`src/rtl/dfs_lock_supervisor_if.sv`:
```
// Signal bundle between the DCM lock supervisor and its surroundings.
// slave: the supervisor side; master: the DCM / downstream side that observes it.
interface dfs_lock_supervisor_if;
  logic       LOCKED_IN;
  logic       DCM_RST_OUT;
  logic       SYS_RST_N_OUT;
  logic       READY_OUT;
  logic       FAIL_OUT;
  logic [3:0] RETRY_CNT_OUT;
  logic [7:0] LOSS_CNT_OUT;
  logic       CE_OUT;
  logic [2:0] DBG_STATE_OUT;

  modport slave (
    input  LOCKED_IN,
    output DCM_RST_OUT, SYS_RST_N_OUT, READY_OUT, FAIL_OUT,
    output RETRY_CNT_OUT, LOSS_CNT_OUT, CE_OUT, DBG_STATE_OUT
  );

  modport master (
    output LOCKED_IN,
    input  DCM_RST_OUT, SYS_RST_N_OUT, READY_OUT, FAIL_OUT,
    input  RETRY_CNT_OUT, LOSS_CNT_OUT, CE_OUT, DBG_STATE_OUT
  );
endinterface

```
`src/rtl/dfs_lock_supervisor.sv`:
```
// DCM_SP lock supervisor: reset sequencing, lock filtering, retry and re-acquire.
// Define DFS_SUP_CE_EN to build the fractional clock-enable generator; otherwise CE_OUT is 0.
module dfs_lock_supervisor #(
  parameter int RST_CYCLES   = 3,
  parameter int LOCK_TIMEOUT = 50000,
  parameter int LOCK_FILTER  = 16,
  parameter int MAX_RETRY    = 7,
  parameter int EN_INC       = 1,
  parameter int EN_MOD       = 10
) (
  input logic                   CLKIN_IN,
  input logic                   RST_N_IN,
  dfs_lock_supervisor_if.slave  bus
);

  localparam int RC_W = $clog2(RST_CYCLES + 1);
  localparam int TO_W = $clog2(LOCK_TIMEOUT + 1);
  localparam int FL_W = $clog2(LOCK_FILTER + 1);

  typedef enum logic [2:0] {
    ST_RESET  = 3'd0,
    ST_WAIT   = 3'd1,
    ST_FILTER = 3'd2,
    ST_RUN    = 3'd3,
    ST_FAIL   = 3'd4
  } state_t;

  state_t          state_q, state_d;
  logic            sync1_q, lock_s_q;
  logic [RC_W-1:0] rst_cnt_q, rst_cnt_d;
  logic [TO_W-1:0] to_cnt_q, to_cnt_d;
  logic [FL_W-1:0] flt_cnt_q, flt_cnt_d;
  logic [3:0]      retry_q, retry_d;
  logic [7:0]      loss_q, loss_d;
  logic            dcm_rst_q, dcm_rst_d;
  logic            sys_rst_n_q, sys_rst_n_d;
  logic            ready_q, ready_d;
  logic            fail_q, fail_d;
  logic            attempt_fail;

  // State register, counters, synchroniser and registered outputs
  always_ff @(posedge CLKIN_IN or negedge RST_N_IN) begin
    if (!RST_N_IN) begin
      state_q     <= ST_RESET;
      sync1_q     <= 1'b0;
      lock_s_q    <= 1'b0;
      rst_cnt_q   <= '0;
      to_cnt_q    <= '0;
      flt_cnt_q   <= '0;
      retry_q     <= '0;
      loss_q      <= '0;
      dcm_rst_q   <= 1'b1;
      sys_rst_n_q <= 1'b0;
      ready_q     <= 1'b0;
      fail_q      <= 1'b0;
    end else begin
      state_q     <= state_d;
      sync1_q     <= bus.LOCKED_IN;
      lock_s_q    <= sync1_q;
      rst_cnt_q   <= rst_cnt_d;
      to_cnt_q    <= to_cnt_d;
      flt_cnt_q   <= flt_cnt_d;
      retry_q     <= retry_d;
      loss_q      <= loss_d;
      dcm_rst_q   <= dcm_rst_d;
      sys_rst_n_q <= sys_rst_n_d;
      ready_q     <= ready_d;
      fail_q      <= fail_d;
    end
  end

  // Next-state logic; counters not owned by the current state fall back to zero
  always_comb begin
    state_d      = state_q;
    rst_cnt_d    = '0;
    to_cnt_d     = '0;
    flt_cnt_d    = '0;
    retry_d      = retry_q;
    loss_d       = loss_q;
    attempt_fail = 1'b0;
    case (state_q)
      ST_RESET: begin
        rst_cnt_d = rst_cnt_q + 1'b1;
        if (rst_cnt_q == RC_W'(RST_CYCLES - 1)) begin
          rst_cnt_d = '0;
          state_d   = ST_WAIT;
        end
      end
      ST_WAIT: begin
        to_cnt_d = to_cnt_q + 1'b1;
        if (lock_s_q)                                   state_d = ST_FILTER;
        else if (to_cnt_q == TO_W'(LOCK_TIMEOUT - 1))   attempt_fail = 1'b1;
      end
      ST_FILTER: begin
        to_cnt_d = to_cnt_q + 1'b1;
        if (lock_s_q) flt_cnt_d = flt_cnt_q + 1'b1;
        // Filter completion outranks a timeout landing on the same cycle
        if (lock_s_q && flt_cnt_q == FL_W'(LOCK_FILTER - 1)) begin
          state_d = ST_RUN;
          retry_d = '0;
        end else if (to_cnt_q == TO_W'(LOCK_TIMEOUT - 1)) begin
          attempt_fail = 1'b1;
        end else if (!lock_s_q) begin
          state_d = ST_WAIT;
        end
      end
      ST_RUN: begin
        retry_d = '0;
        if (!lock_s_q) begin
          state_d = ST_RESET;
          if (loss_q != 8'hFF) loss_d = loss_q + 1'b1;
        end
      end
      ST_FAIL: state_d = ST_FAIL;
      default: state_d = ST_RESET;
    endcase
    if (attempt_fail) begin
      if (retry_q == 4'(MAX_RETRY)) begin
        state_d = ST_FAIL;
      end else begin
        state_d = ST_RESET;
        retry_d = retry_q + 1'b1;
      end
    end
  end

  // Outputs decoded from the next state so they change on the same edge as the state
  always_comb begin
    dcm_rst_d   = (state_d == ST_RESET) || (state_d == ST_FAIL);
    sys_rst_n_d = (state_d == ST_RUN);
    ready_d     = (state_d == ST_RUN);
    fail_d      = (state_d == ST_FAIL);
  end

`ifdef DFS_SUP_CE_EN
  localparam int AW = $clog2(2 * EN_MOD);
  logic [AW-1:0] acc_q;
  logic [AW-1:0] acc_sum;
  logic          ce_q;

  assign acc_sum = acc_q + AW'(EN_INC);

  always_ff @(posedge CLKIN_IN or negedge RST_N_IN) begin
    if (!RST_N_IN) begin
      acc_q <= '0;
      ce_q  <= 1'b0;
    end else if (state_q == ST_RUN) begin
      if (acc_sum >= AW'(EN_MOD)) begin
        acc_q <= acc_sum - AW'(EN_MOD);
        ce_q  <= 1'b1;
      end else begin
        acc_q <= acc_sum;
        ce_q  <= 1'b0;
      end
    end else begin
      acc_q <= '0;
      ce_q  <= 1'b0;
    end
  end

  assign bus.CE_OUT = ce_q;
`else
  assign bus.CE_OUT = 1'b0;
`endif

  assign bus.DCM_RST_OUT   = dcm_rst_q;
  assign bus.SYS_RST_N_OUT = sys_rst_n_q;
  assign bus.READY_OUT     = ready_q;
  assign bus.FAIL_OUT      = fail_q;
  assign bus.RETRY_CNT_OUT = retry_q;
  assign bus.LOSS_CNT_OUT  = loss_q;
  assign bus.DBG_STATE_OUT = state_q;

endmodule

```
`src/flat_wrapper.sv`:
```
// flat-port wrapper written by rule: the top's interface ports become plain ports
module dfs_lock_supervisor_flat 
#(
  parameter int RST_CYCLES   = 3,
  parameter int LOCK_TIMEOUT = 50000,
  parameter int LOCK_FILTER  = 16,
  parameter int MAX_RETRY    = 7,
  parameter int EN_INC       = 1,
  parameter int EN_MOD       = 10
)
  (CLKIN_IN, RST_N_IN, bus_LOCKED_IN, bus_DCM_RST_OUT, bus_SYS_RST_N_OUT, bus_READY_OUT, bus_FAIL_OUT, bus_RETRY_CNT_OUT, bus_LOSS_CNT_OUT, bus_CE_OUT, bus_DBG_STATE_OUT);
  dfs_lock_supervisor_if bus_i ();
  input logic CLKIN_IN;
  input logic RST_N_IN;
  input wire logic [$bits(bus_i.LOCKED_IN)-1:0] bus_LOCKED_IN;
  output wire logic [$bits(bus_i.DCM_RST_OUT)-1:0] bus_DCM_RST_OUT;
  output wire logic [$bits(bus_i.SYS_RST_N_OUT)-1:0] bus_SYS_RST_N_OUT;
  output wire logic [$bits(bus_i.READY_OUT)-1:0] bus_READY_OUT;
  output wire logic [$bits(bus_i.FAIL_OUT)-1:0] bus_FAIL_OUT;
  output wire logic [$bits(bus_i.RETRY_CNT_OUT)-1:0] bus_RETRY_CNT_OUT;
  output wire logic [$bits(bus_i.LOSS_CNT_OUT)-1:0] bus_LOSS_CNT_OUT;
  output wire logic [$bits(bus_i.CE_OUT)-1:0] bus_CE_OUT;
  output wire logic [$bits(bus_i.DBG_STATE_OUT)-1:0] bus_DBG_STATE_OUT;
  assign bus_i.LOCKED_IN = bus_LOCKED_IN;
  assign bus_DCM_RST_OUT = bus_i.DCM_RST_OUT;
  assign bus_SYS_RST_N_OUT = bus_i.SYS_RST_N_OUT;
  assign bus_READY_OUT = bus_i.READY_OUT;
  assign bus_FAIL_OUT = bus_i.FAIL_OUT;
  assign bus_RETRY_CNT_OUT = bus_i.RETRY_CNT_OUT;
  assign bus_LOSS_CNT_OUT = bus_i.LOSS_CNT_OUT;
  assign bus_CE_OUT = bus_i.CE_OUT;
  assign bus_DBG_STATE_OUT = bus_i.DBG_STATE_OUT;
  dfs_lock_supervisor #(.RST_CYCLES(RST_CYCLES), .LOCK_TIMEOUT(LOCK_TIMEOUT), .LOCK_FILTER(LOCK_FILTER), .MAX_RETRY(MAX_RETRY), .EN_INC(EN_INC), .EN_MOD(EN_MOD)) u_core (.CLKIN_IN(CLKIN_IN), .RST_N_IN(RST_N_IN), .bus(bus_i));
endmodule
```
`config.mk`:
```
export PLATFORM = sky130hd
export DESIGN_NAME = dfs_lock_supervisor_flat
export DESIGN_NICKNAME = d
export VERILOG_FILES = /design/src/rtl/dfs_lock_supervisor_if.sv /design/src/rtl/dfs_lock_supervisor.sv /design/src/flat_wrapper.sv
export SDC_FILE = /design/constraint.sdc
export NUM_CORES = 1
export LEC_CHECK = 0
export ABC_AREA = 1
export CAP_MARGIN = 20
export CORE_UTILIZATION = 56
export DETAILED_ROUTE_END_ITERATION = 16
export PLACE_DENSITY = 0.79
export SETUP_SLACK_MARGIN = 0.2
export SLEW_MARGIN = 20
export SYNTH_ARGS = -nofsm -noshare
export SYNTH_HDL_FRONTEND = slang
export SYNTH_SLANG_ARGS = --single-unit
```
`constraint.sdc`:
```
create_clock -name CLKIN_IN -period 2.4 [get_ports CLKIN_IN]
set_input_delay 0.48 -clock CLKIN_IN [delete_from_list [all_inputs] [get_ports CLKIN_IN]]
set_output_delay 0.48 -clock CLKIN_IN [all_outputs]
set_load 0.1 [all_outputs]
```
After elaboration in Yosys (flattened, before gate mapping). Index checks and enable logic that the tools add are counted.

Input port bits: 3. Register bits after elaboration: 43. Output and inout bits: 20. Logic and storage cells: 56.

Bitwise logic cells: 1. $add $sub $neg: 5. Reduce and logical (&&, ||, !) cells: 6. Mux-type cells: 22. Eq/ne operators: 11.

Operators with widths (number): $mux W3 (8); $add A16 B1 Y16 const B (1); $eq A16 B16 Y1 const B (1); $mux W16 (1); $pmux W3 S5 (1); $mux W4 (3); $mux W5 (2); $eq A3 B2 Y1 const B (3); $add A8 B1 Y8 const B (1); $ne A8 B8 Y1 const B (1); $pmux W4 S2 (1); $eq A3 B3 Y1 const B (2); $logic_not A3 Y1 (2); $add A5 B1 Y5 const B (1); $eq A5 B4 Y1 const B (1); $add A4 B1 Y4 const B (1); $eq A4 B3 Y1 const B (1); $mux W2 (2); $eq A3 B1 Y1 const B (1); $mux W1 (3); $reduce_and A3 Y1 (1); $add A2 B1 Y2 const B (1); $eq A2 B2 Y1 const B (1); $pmux W1 S2 (1); 4 further kinds (4).

Longest topological paths before layout. Gate-level depths: netlist (run 1).

Depth in word-level cells: 7. Gate-level depth with buffers: 12. Gate-level depth less buffers: 12.

Worst setup path before layout (run 1). No wires, ideal clock.

Path kind: reg2reg. From: register u_core.loss_q[1] (netlist: u_core.bus.LOSS_CNT_OUT[1]). To: register u_core.loss_q[2] (netlist: u_core.bus.LOSS_CNT_OUT[2]). Buffers on the path: 0. Arrival: 1.906 ns. Period minus slack after synthesis: 2.066 ns. Cell stages (with the launch flop): 9. Path slack: 0.334 ns. Cells stage by stage: dfrtp_1 > ha_1 > nand3_1 > nor2_1 > nand3_1 > nand2_2 > inv_4 > nand2_1 > xnor2_1.

Cells in the longest elaborated chain, start to end: 2.

Ends and longest elaborated chain: from (decl) (RTL line dfs_lock_supervisor.sv:34) `logic [7:0] loss_q, loss_d;`; from (signal assigned) (RTL line dfs_lock_supervisor.sv:64) `loss_q <= loss_d;`; branches (longest 2 deep; another with $add A8 B1 Y8).

Several ways; the timed one is not identified. A chain may end at the register's enable or synchronous reset.

Worst setup path in the final report (run 1).
From: register u_core.flt_cnt_q[0]. To: register u_core.retry_q[0] (netlist: u_core.bus.RETRY_CNT_OUT[0]).

Cells in the longest elaborated chain, start to end: 6.

Ends and longest elaborated chain: from (decl) (RTL line dfs_lock_supervisor.sv:32) `logic [FL_W-1:0] flt_cnt_q, flt_cnt_d;`; from (signal assigned) (RTL line dfs_lock_supervisor.sv:62) `flt_cnt_q <= flt_cnt_d;`; $eq A5 B4 Y1 * (RTL line dfs_lock_supervisor.sv:98) `if (lock_s_q && flt_cnt_q == FL_W'(LOCK_FILTER - 1)) begin`; $logic_and A1 B1 Y1 * (RTL line dfs_lock_supervisor.sv:98); $mux W4 (RTL line dfs_lock_supervisor.sv:98); $pmux W4 S2 (RTL line dfs_lock_supervisor.sv:81) `case (state_q)`; $mux W4 (RTL line dfs_lock_supervisor.sv:118) `if (retry_q == 4'(MAX_RETRY)) begin`; $mux W4 * (RTL line dfs_lock_supervisor.sv:117) `if (attempt_fail) begin`; via u_core.retry_d[0] (RTL line dfs_lock_supervisor.sv:33) `logic [3:0] retry_q, retry_d;`; to (signal assigned) (RTL line dfs_lock_supervisor.sv:63) `retry_q <= retry_d;`; to (decl) (RTL line dfs_lock_supervisor.sv:33).

Mark *: on every way through the listed nets, which the timed path passes. The rest lies on a longest branch.

==> results.json, run 1 <==
{
  "nets": 297,
  "slew_viol_final": 0,
  "cts_sinks": 43,
  "drt_wl_total_um": 3930,
  "clkLatencyLatePin_ns": 0.29,
  "n_antenna_cell": 0,
  "antenna_found_initial": 0,
  "gp_congestion": 0.880,
  "final_layout_size_suffix_gt1_share_pct": 20.8,
  "drc": 0,
  "ff2ff_path_depth": 12,
  "core_mm2": 0.00374,
  "dieArea_mm2": 0.00422,
  "crit_chain": "ha_1 -> nand2_1 -> nor2_1 -> ha_1 -> nand2_1 -> inv_2 -> o21ai_4 -> inv_2 -> nor2_4 -> nand2_4 -> nand2_1 -> o21ai_2",
  "io_buffers": 21,
  "post_drt_wl_per_cell_um": 11.7,
  "path_clk_slew_ns": 0.08,
  "cts_tree": "built",
  "leakage_nw": 1.27,
  "crit_buf_inv": 2,
  "status": "finished, final reports clean",
  "ant_nets": 0,
  "postLayoutCoreUtil_pct": 67.2,
  "cts_buffers": 5,
  "placementRows": 22,
  "layout_common_cells": "nand2_1 (54), dfrtp_1 (42), nor2_1 (32), inv_1 (32), buf_4 (20)",
  "cpPeakStageDelay_ns": 0.40,
  "dpl_cell_area_mm2": 0.00243,
  "cp_max_fo": 5,
  "setup_tns_ns": 0,
  "vias": 1702,
  "cts_setup_buffers": 0,
  "drt_iter0_markers": 102,
  "synth_cell_types": 36,
  "ys_ff_latch": 43,
  "finalClockSkew_ns": 0.00557,
  "hold_viol": 0,
  "ir_worst_vdd_v": 0.00107,
  "synthToLayoutAreaGrowth_pct": 13.4,
  "grt_use_total_pct": 22.2,
  "grt_first_pass_wirelength_um": 7130,
  "fillerInstances": 338,
  "die_h_um": 65.0,
  "crit_family": "simple AND/OR/NAND/NOR gates",
  "final_common_cell": "nand2_1",
  "ys_warn_count": 0,
  "cts_buffer_depth": 2,
  "maxCapViolations": 0,
  "drt_pass1_iterations": 4,
  "post-route-min-period_ns": 1.77,
  "ios": 23,
  "grt_max_degree": 44,
  "fmaxAchievable_mhz": 565,
  "startpoint_type": "register",
  "synth_nets": 270,
  "grt-ovfl-total": 0,
  "crit_arrival_ns": 1.95,
  "htree_levels": 2,
  "finalSetupViolCount": 0,
  "relSlewSlack_pct": 65.1,
  "ctsRootBufferMaster": "clkbuf_8",
  "cts_resized": 0,
  "cp_slowest_cell": "dfrtp_1",
  "postCtsHoldBufs": 0,
  "die_x_um": 65.0,
  "hold_path_class": "input port to async pin",
  "avgSynthCellArea_um2": 8.47,
  "rsz0062_at_grt": "false",
  "initial_core_util_pct": 59.3,
  "end_kind": "register",
  "synthesis.area_mm2": 0.00222,
  "power_density_mw_per_mm2": 769,
  "cp.depth": 12,
  "cp_common_cell": "nand2_1",
  "synth_cells": 262,
  "hpwl_um": 2880,
  "avgViaCountPerCell": 5.05,
  "worst_slew_pin_slew_ns": 0.524,
  "path_class": "register to register",
  "cp.required_ns": 2.58,
  "grt_pass1_vias": 1657,
  "synth-seq-area-share_pct": 48.5,
  "finalCritPeriodShare_pct": 73.8,
  "total_power_mw": 1.94,
  "stdcell_area_mm2": 0.00252
}
-- layer usage --
metal | GRT usage (%) | part of all wire (%) | vias to the layer above | wire length (µm)
met5 | 0 | 0 | - | 0
met4 | 7.78 | 1.8 | 0 | 72
met3 | 4.23 | 3.5 | 9 | 138
met2 | 36.2 | 45 | 32 | 1780
met1 | 29.5 | 49 | 783 | 1940
li1 | - | - | 878 | -
-- state kept, by name, summed over array words and instances, names as in the netlist, 2 cells and up --
register	flops
u_core.bus.DBG_STATE_OUT	3
u_core.to_cnt_q	16
u_core.flt_cnt_q	5
u_core.bus.RETRY_CNT_OUT	4
u_core.bus.LOSS_CNT_OUT	8
u_core.rst_cnt_q	2
-- kinds of logic after synthesis --
kind of cell	share of synthesized area (%)
compound gates	7.39
xor+xnor	4.34
fa+ha+maj	2.82
buf+inv	8.06
flops	48.5
other cells	0.169
simple gates	28.7
-- worst reg2reg max path: stages (launching register included) --
cell and delay [ns]:
dfrtp_1 0.40, ha_1 0.21, nand2_1 0.08, nor2_1 0.05, ha_1 0.17, nand2_1 0.09
inv_2 0.06, o21ai_4 0.17, inv_2 0.06, nor2_4 0.15, nand2_4 0.09, nand2_1 0.08
o21ai_2 0.05
-- final timing paths --
path,startpoint,endpoint,slack (ns)
max,u_core.flt_cnt_q[0],u_core.bus.RETRY_CNT_OUT[0],0.63
min,RST_N_IN,u_core.to_cnt_q[12],0.25
min reg2reg,u_core.sync1_q,u_core.lock_s_q,0.35
min in group CLKIN_IN,u_core.sync1_q,u_core.lock_s_q,0.35
max reg2reg,u_core.flt_cnt_q[0],u_core.bus.RETRY_CNT_OUT[0],0.63
max in group asynchronous,RST_N_IN,u_core.bus.DCM_RST_OUT,1.78
-- Yosys cell counts --
cell type | number | area (µm²)
o21ai_0 | 4 | 20.0
nand4_1 | 5 | 31.3
nor3b_1 | 1 | 7.51
o31ai_1 | 1 | 7.51
nor2_2 | 1 | 6.26
buf_4 | 2 | 15.0
dfstp_2 | 1 | 26.3
inv_1 | 32 | 120
nor2_1 | 32 | 120
xnor2_1 | 9 | 78.8
o21ai_4 | 1 | 16.3
nand3_1 | 12 | 60.1
nor2_4 | 1 | 11.3
conb_1 | 1 | 3.75
nand3_2 | 2 | 20.0
o21a_1 | 1 | 7.51
xor2_1 | 2 | 17.5
o211ai_1 | 1 | 7.51
nor2_8 | 1 | 20.0
o22ai_1 | 1 | 6.26
nand2_2 | 4 | 25.0
nand2_1 | 54 | 203
nor3_1 | 13 | 65.1
inv_2 | 10 | 37.5
nand4_2 | 1 | 12.5
dfrtp_1 | 42 | 1050
o21ai_2 | 4 | 35.0
a31oi_1 | 1 | 6.26
a21oi_1 | 8 | 40.0
nand2_4 | 2 | 22.5
o21bai_1 | 1 | 7.51
nor3_2 | 2 | 20.0
inv_4 | 1 | 6.26
nor3b_2 | 1 | 12.5
o21ai_1 | 2 | 10.0
ha_1 | 5 | 62.6
-- layout make-up --
class | count | area, µm² | share of cell area, %
Timing Repair Buffer | 22 | 165 | 6.56
Tap cell | 48 | 60.1 | 2.39
Sequential cell | 43 | 1080 | 42.8
Clock buffer | 6 | 82.6 | 3.28
Clock inverter | 1 | 5.00 | 0.199
Multi-Input combinational cell | 174 | 963 | 38.3
Inverter | 43 | 164 | 6.51
-- metrics by stage --
| stage | instances | hold slack [ns] | setup WS (ns) |
|---|---|---|---|
| 3_3_place_gp | 330 | 0.332 | 0.719 |
| 5_1_grt | 337 | 0.309 | 0.480 |
| 2_1_floorplan | 262 | 0.184 | 0.334 |
| 4_1_cts | 337 | 0.264 | 0.627 |
| 6_report | 337 | 0.253 | 0.629 |
| 3_5_place_dp | 330 | 0.339 | 0.652 |
-- power by group --
group | total, mW | switching, mW | internal, mW
Clock | 0.454 | 0.228 | 0.226
Sequential | 0.860 | 0.0620 | 0.798
Combinational | 0.623 | 0.482 | 0.141
Power figures use the tool's default switching activity.
==> run 2: changes to the inputs <==
==> constraint.sdc (replaced) <==
create_clock -name CLKIN_IN -period 1.82 [get_ports CLKIN_IN]
set_input_delay 0.364 -clock CLKIN_IN [delete_from_list [all_inputs] [get_ports CLKIN_IN]]
set_output_delay 0.364 -clock CLKIN_IN [all_outputs]
set_load 0.1 [all_outputs]
==> results.json, run 2 (synthesized netlist as in run 1, its figures left out) <==
{
  "status": "finished, final reports clean",
  "crit_buf_inv": 2,
  "cts_buffers": 5,
  "ff2ff_path_depth": 12,
  "cp.required_ns": 2.02,
  "crit_arrival_ns": 1.83,
  "drt_wl_total_um": 4590,
  "crit_family": "simple AND/OR/NAND/NOR gates",
  "hpwl_um": 3300,
  "vias": 1781,
  "dpl.cell_count": 330,
  "gp_congestion": 0.874,
  "htree_levels": 2,
  "avgViaCountPerCell": 5.22,
  "ios": 23,
  "nets": 300,
  "clkLatencyLatePin_ns": 0.30,
  "synthToLayoutAreaGrowth_pct": 30.8,
  "ant_nets": 0,
  "rr_startpoint": "u_core.flt_cnt_q[1]",
  "drc": 0,
  "fmaxAchievable_mhz": 614,
  "crit_chain": "ha_2 -> nand2_2 -> nor2_2 -> ha_2 -> nand2_2 -> inv_2 -> o21ai_4 -> inv_2 -> nor2_4 -> nand2_4 -> nand2_1 -> nand2_1",
  "drt_pass1_iterations": 4,
  "finalCritPeriodShare_pct": 89.5,
  "setup_slack_ns": 0.191,
  "hold_path_class": "input port to async pin",
  "cts_buffer_depth": 2,
  "grt_pass1_vias": 1743,
  "finalClockSkew_ns": 0.00906,
  "ctsRootBufferMaster": "clkbuf_8",
  "post_drt_wl_per_cell_um": 13.5,
  "path_class": "register to register",
  "leakage_nw": 1.34,
  "postLayoutCoreUtil_pct": 77.6,
  "ir_worst_vdd_v": 0.000635,
  "die_x_um": 65.0,
  "post-route-min-period_ns": 1.63,
  "drt_iter0_markers": 96,
  "initial_core_util_pct": 59.3,
  "cpPeakStageDelay_ns": 0.40,
  "dpl_cell_area_mm2": 0.00272,
  "dp_slack_ns": 0.111,
  "grt_use_total_pct": 25.4,
  "largest_register_ffs": 16,
  "grt_max_degree": 44,
  "cts_tree": "built",
  "placementRows": 22,
  "startpoint_type": "register",
  "grt_first_pass_wirelength_um": 7840,
  "final_common_cell": "nand2_1",
  "cp_slowest_cell": "dfrtp_1",
  "end_kind": "register",
  "dieArea_mm2": 0.00422,
  "finalSetupViolCount": 0,
  "postCtsHoldBufs": 0,
  "grt-ovfl-total": 0,
  "antenna_found_initial": 0,
  "cts_sinks": 43,
  "reg2reg_slack_ns": 0.19,
  "power_density_mw_per_mm2": 1020,
  "die_h_um": 65.0,
  "rsz0062_at_grt": "true",
  "stdcell_area_mm2": 0.00290,
  "io_buffers": 21,
  "setup_tns_ns": 0,
  "core_mm2": 0.00374,
  "hold_viol": 0,
  "cp_max_fo": 5,
  "slew_viol_final": 0,
  "layout_common_cells": "nand2_1 (51), inv_1 (32), nor2_1 (29)",
  "fin_cells": 341,
  "final_layout_size_suffix_gt1_share_pct": 30.7,
  "path_clk_slew_ns": 0.09,
  "n_antenna_cell": 0,
  "r2r_end": "u_core.bus.RETRY_CNT_OUT[1]",
  "largest-register": "u_core.to_cnt_q",
  "maxCapViolations": 0,
  "cp.depth": 12
}
-- run 2: how the worst max path moves through the flow --
stage	from	endpoint	slack (ns)
finish	u_core.flt_cnt_q[1]	u_core.bus.RETRY_CNT_OUT[1]	0.19
global route	u_core.flt_cnt_q[1]	u_core.bus.FAIL_OUT	0.08
CTS	u_core.flt_cnt_q[1]	u_core.bus.FAIL_OUT	0.17
detailed placement	u_core.flt_cnt_q[0]	u_core.bus.FAIL_OUT	0.11
global placement	u_core.flt_cnt_q[0]	u_core.bus.RETRY_CNT_OUT[0]	0.16
floorplan	u_core.flt_cnt_q[0]	u_core.bus.RETRY_CNT_OUT[0]	0.21
-- run 2: metal layers --
| metal | part of all wire (%) | track usage [%] | vias up |
|---|---|---|---|
| met5 | 0 | 0 | - |
| met4 | 3.3 | 14.7 | 0 |
| met3 | 3.6 | 6.16 | 15 |
| met2 | 50 | 41.0 | 38 |
| met1 | 43 | 30.6 | 842 |
| li1 | - | - | 886 |
-- run 2: report_power, final --
group	leakage [nW]	internal (mW)	switching [mW]	total, mW
Sequential	0.563	1.07	0.122	1.19
Clock	0.0612	0.444	0.335	0.779
Combinational	0.721	0.330	0.660	0.991
Total	1.34	1.85	1.12	2.96
-- run 2: layout make-up --
cell class / instances / area, µm²
clock buffers: 6 / 82.6
repair buffers: 25 / 438
clock inverters: 2 / 35.0
flip-flops and latches: 43 / 1100
multi-input cells: 174 / 1020
fillers: 238 / 840
well taps: 48 / 60.1
inverters: 43 / 164
-- run 2: timing repair --
item                                    CTS  global route
endpoints found under the setup margin    9            12
gates resized for setup                   4             8
pin swaps                                 3             2
buffers inserted                          3             0
hold endpoints to repair                  0             0
-- run 2: per-stage QoR --
step	hold WS, ns	power, mW
floorplan	0.0684	1.84
global route	0.0514	3.10
finish	0.0290	2.96
global placement	0.334	2.16
CTS	0.0350	2.97
detailed placement	0.345	2.19
==> run 3: changes to the inputs <==
--- a/config.mk
+++ b/config.mk
@@ -15,3 +15,4 @@
 export SYNTH_ARGS = -nofsm -noshare
 export SYNTH_HDL_FRONTEND = slang
 export SYNTH_SLANG_ARGS = --single-unit
+export TNS_END_PERCENT = 20
==> constraint.sdc (replaced) <==
create_clock -name CLKIN_IN -period 1.82 [get_ports CLKIN_IN]
set_input_delay 0.273 -clock CLKIN_IN [delete_from_list [all_inputs] [get_ports CLKIN_IN]]
set_output_delay 0.273 -clock CLKIN_IN [all_outputs]
set_load 0.1 [all_outputs]
==> results.json, run 3 (synthesized netlist as in run 1, its figures left out) <==
{
  "status": "finished, final reports clean",
  "swShare_pct": 38.1,
  "end_kind": "register",
  "finalClockSkew_ns": 0.00824,
  "grt_busiest_layer": "met2",
  "leakage_nw": 1.33,
  "hold_path_class": "register to register",
  "cts_tree": "built",
  "fillerInstances": 250,
  "ir_worst_vdd_v": 0.000603,
  "cp_slowest_cell": "dfrtp_1",
  "use_met3_pct": 5.81,
  "final_common_cell": "nand2_1",
  "crit_arrival_ns": 1.88,
  "cts_buffers": 5,
  "drt_wl_total_um": 4790,
  "antenna_found_initial": 0,
  "cts_sinks": 43,
  "grt_use_met1_pct": 32.2,
  "die_x_um": 65.0,
  "post-route-min-period_ns": 1.70,
  "p_int_mw": 1.80,
  "maxCapViolations": 0,
  "rsz0062_at_grt": "true",
  "grt_pass1_vias": 1808,
  "dieArea_mm2": 0.00422,
  "synthToLayoutAreaGrowth_pct": 27.8,
  "initial_core_util_pct": 59.3,
  "htree_levels": 2,
  "grt_max_degree": 17,
  "comb_power_share_pct": 33.8,
  "clkPwrFrac_pct": 25.1,
  "p_switching_mw": 1.11,
  "ant_nets": 0,
  "grt-ovfl-total": 0,
  "postLayoutCoreUtil_pct": 75.8,
  "fmaxAchievable_mhz": 589,
  "gp_congestion": 0.902,
  "nets": 305,
  "cp.required_ns": 2.00,
  "fin_cells": 346,
  "ios": 23,
  "cp_max_fo": 5,
  "placementRows": 22,
  "largest-register": "u_core.to_cnt_q",
  "dp_slack_ns": 0.0588,
  "setup_tns_ns": 0,
  "largest_register_ffs": 16,
  "post_drt_wl_per_cell_um": 13.8,
  "hold_path_depth": 0,
  "drt_iter0_markers": 81,
  "cts_buffer_depth": 2,
  "io_buffers": 21,
  "total_power_mw": 2.91,
  "grt_use_total_pct": 25.4,
  "path_clk_slew_ns": 0.08,
  "crit_chain": "ha_2 -> nand2_2 -> nor2_2 -> ha_2 -> nand2_2 -> inv_2 -> o21ai_4 -> inv_2 -> nor2_4 -> nand2_4 -> o21ai_2 -> inv_1",
  "ff2ff_path_depth": 12,
  "ctsRootBufferMaster": "clkbuf_8",
  "startpoint_type": "register",
  "finalCritPeriodShare_pct": 93.3,
  "p_seq_share_pct": 41.0,
  "met2_usage_pct": 42.3,
  "finalSetupViolCount": 0,
  "cpPeakStageDelay_ns": 0.41,
  "layout_common_cells": "nand2_1 (51), inv_1 (32), nor2_1 (31)",
  "clkLatencyLatePin_ns": 0.29,
  "grt_first_pass_wirelength_um": 8110,
  "drt_pass1_iterations": 4,
  "hold_viol": 0,
  "die_h_um": 65.0,
  "core_mm2": 0.00374,
  "drc": 0,
  "power_density_mw_per_mm2": 1020,
  "final_layout_size_suffix_gt1_share_pct": 28.9,
  "path_class": "register to register",
  "vias": 1843,
  "n_antenna_cell": 0,
  "hpwl_um": 3480,
  "setup_slack_ns": 0.122,
  "avgViaCountPerCell": 5.33,
  "slew_viol_final": 0,
  "dpl.cell_count": 331
}
## run 3: changes by cell type in the layout (fill, tap and decap cells not counted), moves of 2 or more
cell      before  now
buf_12        20   15
buf_4          3   12
nor2_1        29   31
nor2_2         4    2
clkbuf_1       0    2
## run 3: cell type report
type                    count  area, µm²  area share, %
repair buffers             30        415           14.6
well taps                  48       60.1           2.12
multi-input cells         174        991           34.9
clock buffers               7       76.3           2.69
flip-flops and latches     43       1100           38.8
clock inverters             1       30.0           1.06
inverters                  43        164           5.78
## run 3: critical path: cells and delay by family, from the launching register on
| family | cells | cell delay, ns |
|---|---|---|
| AND/OR/NAND/NOR | 5 | 0.40 |
| flip-flops | 1 | 0.41 |
| AO/OA/AOI/OAI | 2 | 0.23 |
| adder cells (fa/ha/maj) | 2 | 0.36 |
| buffers and inverters | 3 | 0.18 |
## run 3: repair_timing
item                       4_1_cts  5_1_grt
hold endpoints to repair        10        0
pin swaps                        3        2
gates resized for setup          2        3
setup endpoints to repair       10       11
hold buffers                     1        0
buffers inserted                 4        2
## run 3: worst paths after layout
kind | start | end | slack, ns
min in group asynchronous | RST_N_IN | u_core.flt_cnt_q[2] | 0.38
min | u_core.sync1_q | u_core.lock_s_q | 0.35
max in group asynchronous | RST_N_IN | u_core.bus.LOSS_CNT_OUT[0] | 0.90
max | u_core.flt_cnt_q[0] | u_core.bus.FAIL_OUT | 0.12
min reg2reg | u_core.sync1_q | u_core.lock_s_q | 0.35
max reg2reg | u_core.flt_cnt_q[0] | u_core.bus.FAIL_OUT | 0.12
## run 3: metrics by stage
stage	hold WS [ns]	instance area [µm²]
2_1_floorplan	-0.0226	2260
4_1_cts	0.356	2820
3_5_place_dp	0.170	2660
6_report	0.354	2840
5_1_grt	0.360	2840
3_3_place_gp	0.167	2660
## run 3: per-layer routing
layer	vias up	wire length (µm)	share of wire, %
met1	891	2090	44
met5	-	0	0
met2	39	2430	51
met4	0	122	2.5
met3	14	142	3.0
li1	899	-	-
## run 3: power by group through the flow
| stage | clock network (mW) | logic [mW] | registers, mW |
|---|---|---|---|
| final | 0.731 | 0.983 | 1.19 |
| after global routing | 0.775 | 1.06 | 1.21 |
| after CTS | 0.729 | 0.983 | 1.19 |
| after detailed placement | 0 | 0.972 | 1.21 |
| after global placement | 0 | 0.945 | 1.20 |
| after floorplan | 0 | 0.338 | 1.50 |
==> RTL edit: new RTL, settings of run 2 <==
Add a define of `DFS_SUP_CE_EN`.
--- a/src/rtl/dfs_lock_supervisor.sv
+++ b/src/rtl/dfs_lock_supervisor.sv
@@ -1,5 +1,7 @@
 // DCM_SP lock supervisor: reset sequencing, lock filtering, retry and re-acquire.
 // Define DFS_SUP_CE_EN to build the fractional clock-enable generator; otherwise CE_OUT is 0.
+`define DFS_SUP_CE_EN
+
 module dfs_lock_supervisor #(
   parameter int RST_CYCLES   = 3,
   parameter int LOCK_TIMEOUT = 50000,
Function: same outputs for any inputs over 10 cycles, from zero or initial values and one cycle with RST_N_IN low; that may be too few to reach the edited logic, so the function may still have changed.
==> RTL edit against run 2 <==
Fmax rose by 0.66%. Area after synthesis rose by 11%. Total power rose by 6.3%. Routed wire length rose by 12%. Sequential cell count rose by 6. Critical path depth fell by 3. Largest power group unchanged. Setup slack improved by 0.011 ns. Final area rose by 15%. Critical path type unchanged.
==> RTL edit: results <==
metrics = {
    "status": {
        "status": "finished clean",
    },
    "clock_tree": {
        "cts_resized": 9,
        "post-cts-setup-buffers": 4,
    },
    "sta": {
        "whs_ns": 0.03042,
        "period_share_pct": 88.91,
        "finClkSkew_ns": 0.01147,
    },
    "worst_setup_path": {
        "critPathTopFamily": "adder cells",
        "cpPeakStageDelay_ns": 0.37,
        "cp-endpoint": "u_core.bus.RETRY_CNT_OUT[0]",
        "startpoint": "u_core.flt_cnt_q[1]",
        "path_max_fanout": 3,
        "arrival_ns": 1.81,
    },
    "global_route": {
        "grt_pass1_wl_mm": 8.217,
        "use_met1_pct": 28.46,
        "use_met2_pct": 41.30,
        "use_met3_pct": 5.333,
        "grtUsageTotal_pct": 24.11,
        "grt_pass1_vias": 1933,
        "grt_max_degree": 50,
    },
    "cells_and_area": {
        "instances_no_fill": 383,
        "fillers": 246,
        "finalNetCount": 343,
        "drive_gt1_share_pct": 29.73,
    },
    "power": {
        "clk-power_uw": 803,
        "power_density_nw_per_um2": 945.8,
        "seq-power_uw": 1330,
        "p_leak_uw": 0.001514,
        "peakVddDrop_v": 0.0008931,
    },
    "yosys": {
        "netlist_top_cells_area": "dfrtp_1 (49%), nand2_1 (8.4%), inv_1 (6.7%), nor2_1 (5.5%), ha_1 (4.1%)",
        "seq_area_frac_synth_pct": 49.77,
        "syn_nets": 305,
        "syn_avg_cell_area_um2": 8.388,
        "ys_types": 28,
    },
    "placed_design": {
        "hpwl_mm": 3.289,
        "place_area_um2": 2994,
        "place_inst": 366,
        "gp_congestion": 0.8975,
        "post-place-ws_ns": 0.05847,
        "port_buffers": 22,
    },
    "route": {
        "wl_mm": 5.127,
        "met3_wirelength_um": 182,
        "wl_met1_mm": 2.258,
        "wl_met2_mm": 2.593,
        "drt-initial-drc-count": 132,
        "vias": 2051,
    },
    "job": {
        "drv_cap": 0,
    },
}
[RTL edit: cell count changes after synthesis, moves of 5 or more]
cell     delta
inv_1      +12
o21ai_0     +9
xor2_1      +9
a21oi_1     +6
inv_2       -5
dfrtp_1     +6
[RTL edit: area by class of cell]
class	instances	area, µm²	share of cell area [%]
Timing Repair Buffer	32	506.7	15.20
Sequential cell	49	1250	37.50
Multi-Input combinational cell	194	1207	36.22
Tap cell	50	62.56	1.877
Clock inverter	1	30.03	0.9009
Clock buffer	7	86.33	2.590
Inverter	50	190.2	5.706
[RTL edit: kinds of logic after synthesis]
| kind of cell | after synthesis | share of synthesized area (%) |
|---|---|---|
| xor gates and xnor gates | 18 | 6.393 |
| DFF | 49 | 49.77 |
| buffers and inverters | 51 | 7.915 |
| and+or+nand+nor | 134 | 24.56 |
| AOI/OAI and AO/OA | 34 | 7.306 |
| adders and majority gates | 8 | 4.059 |
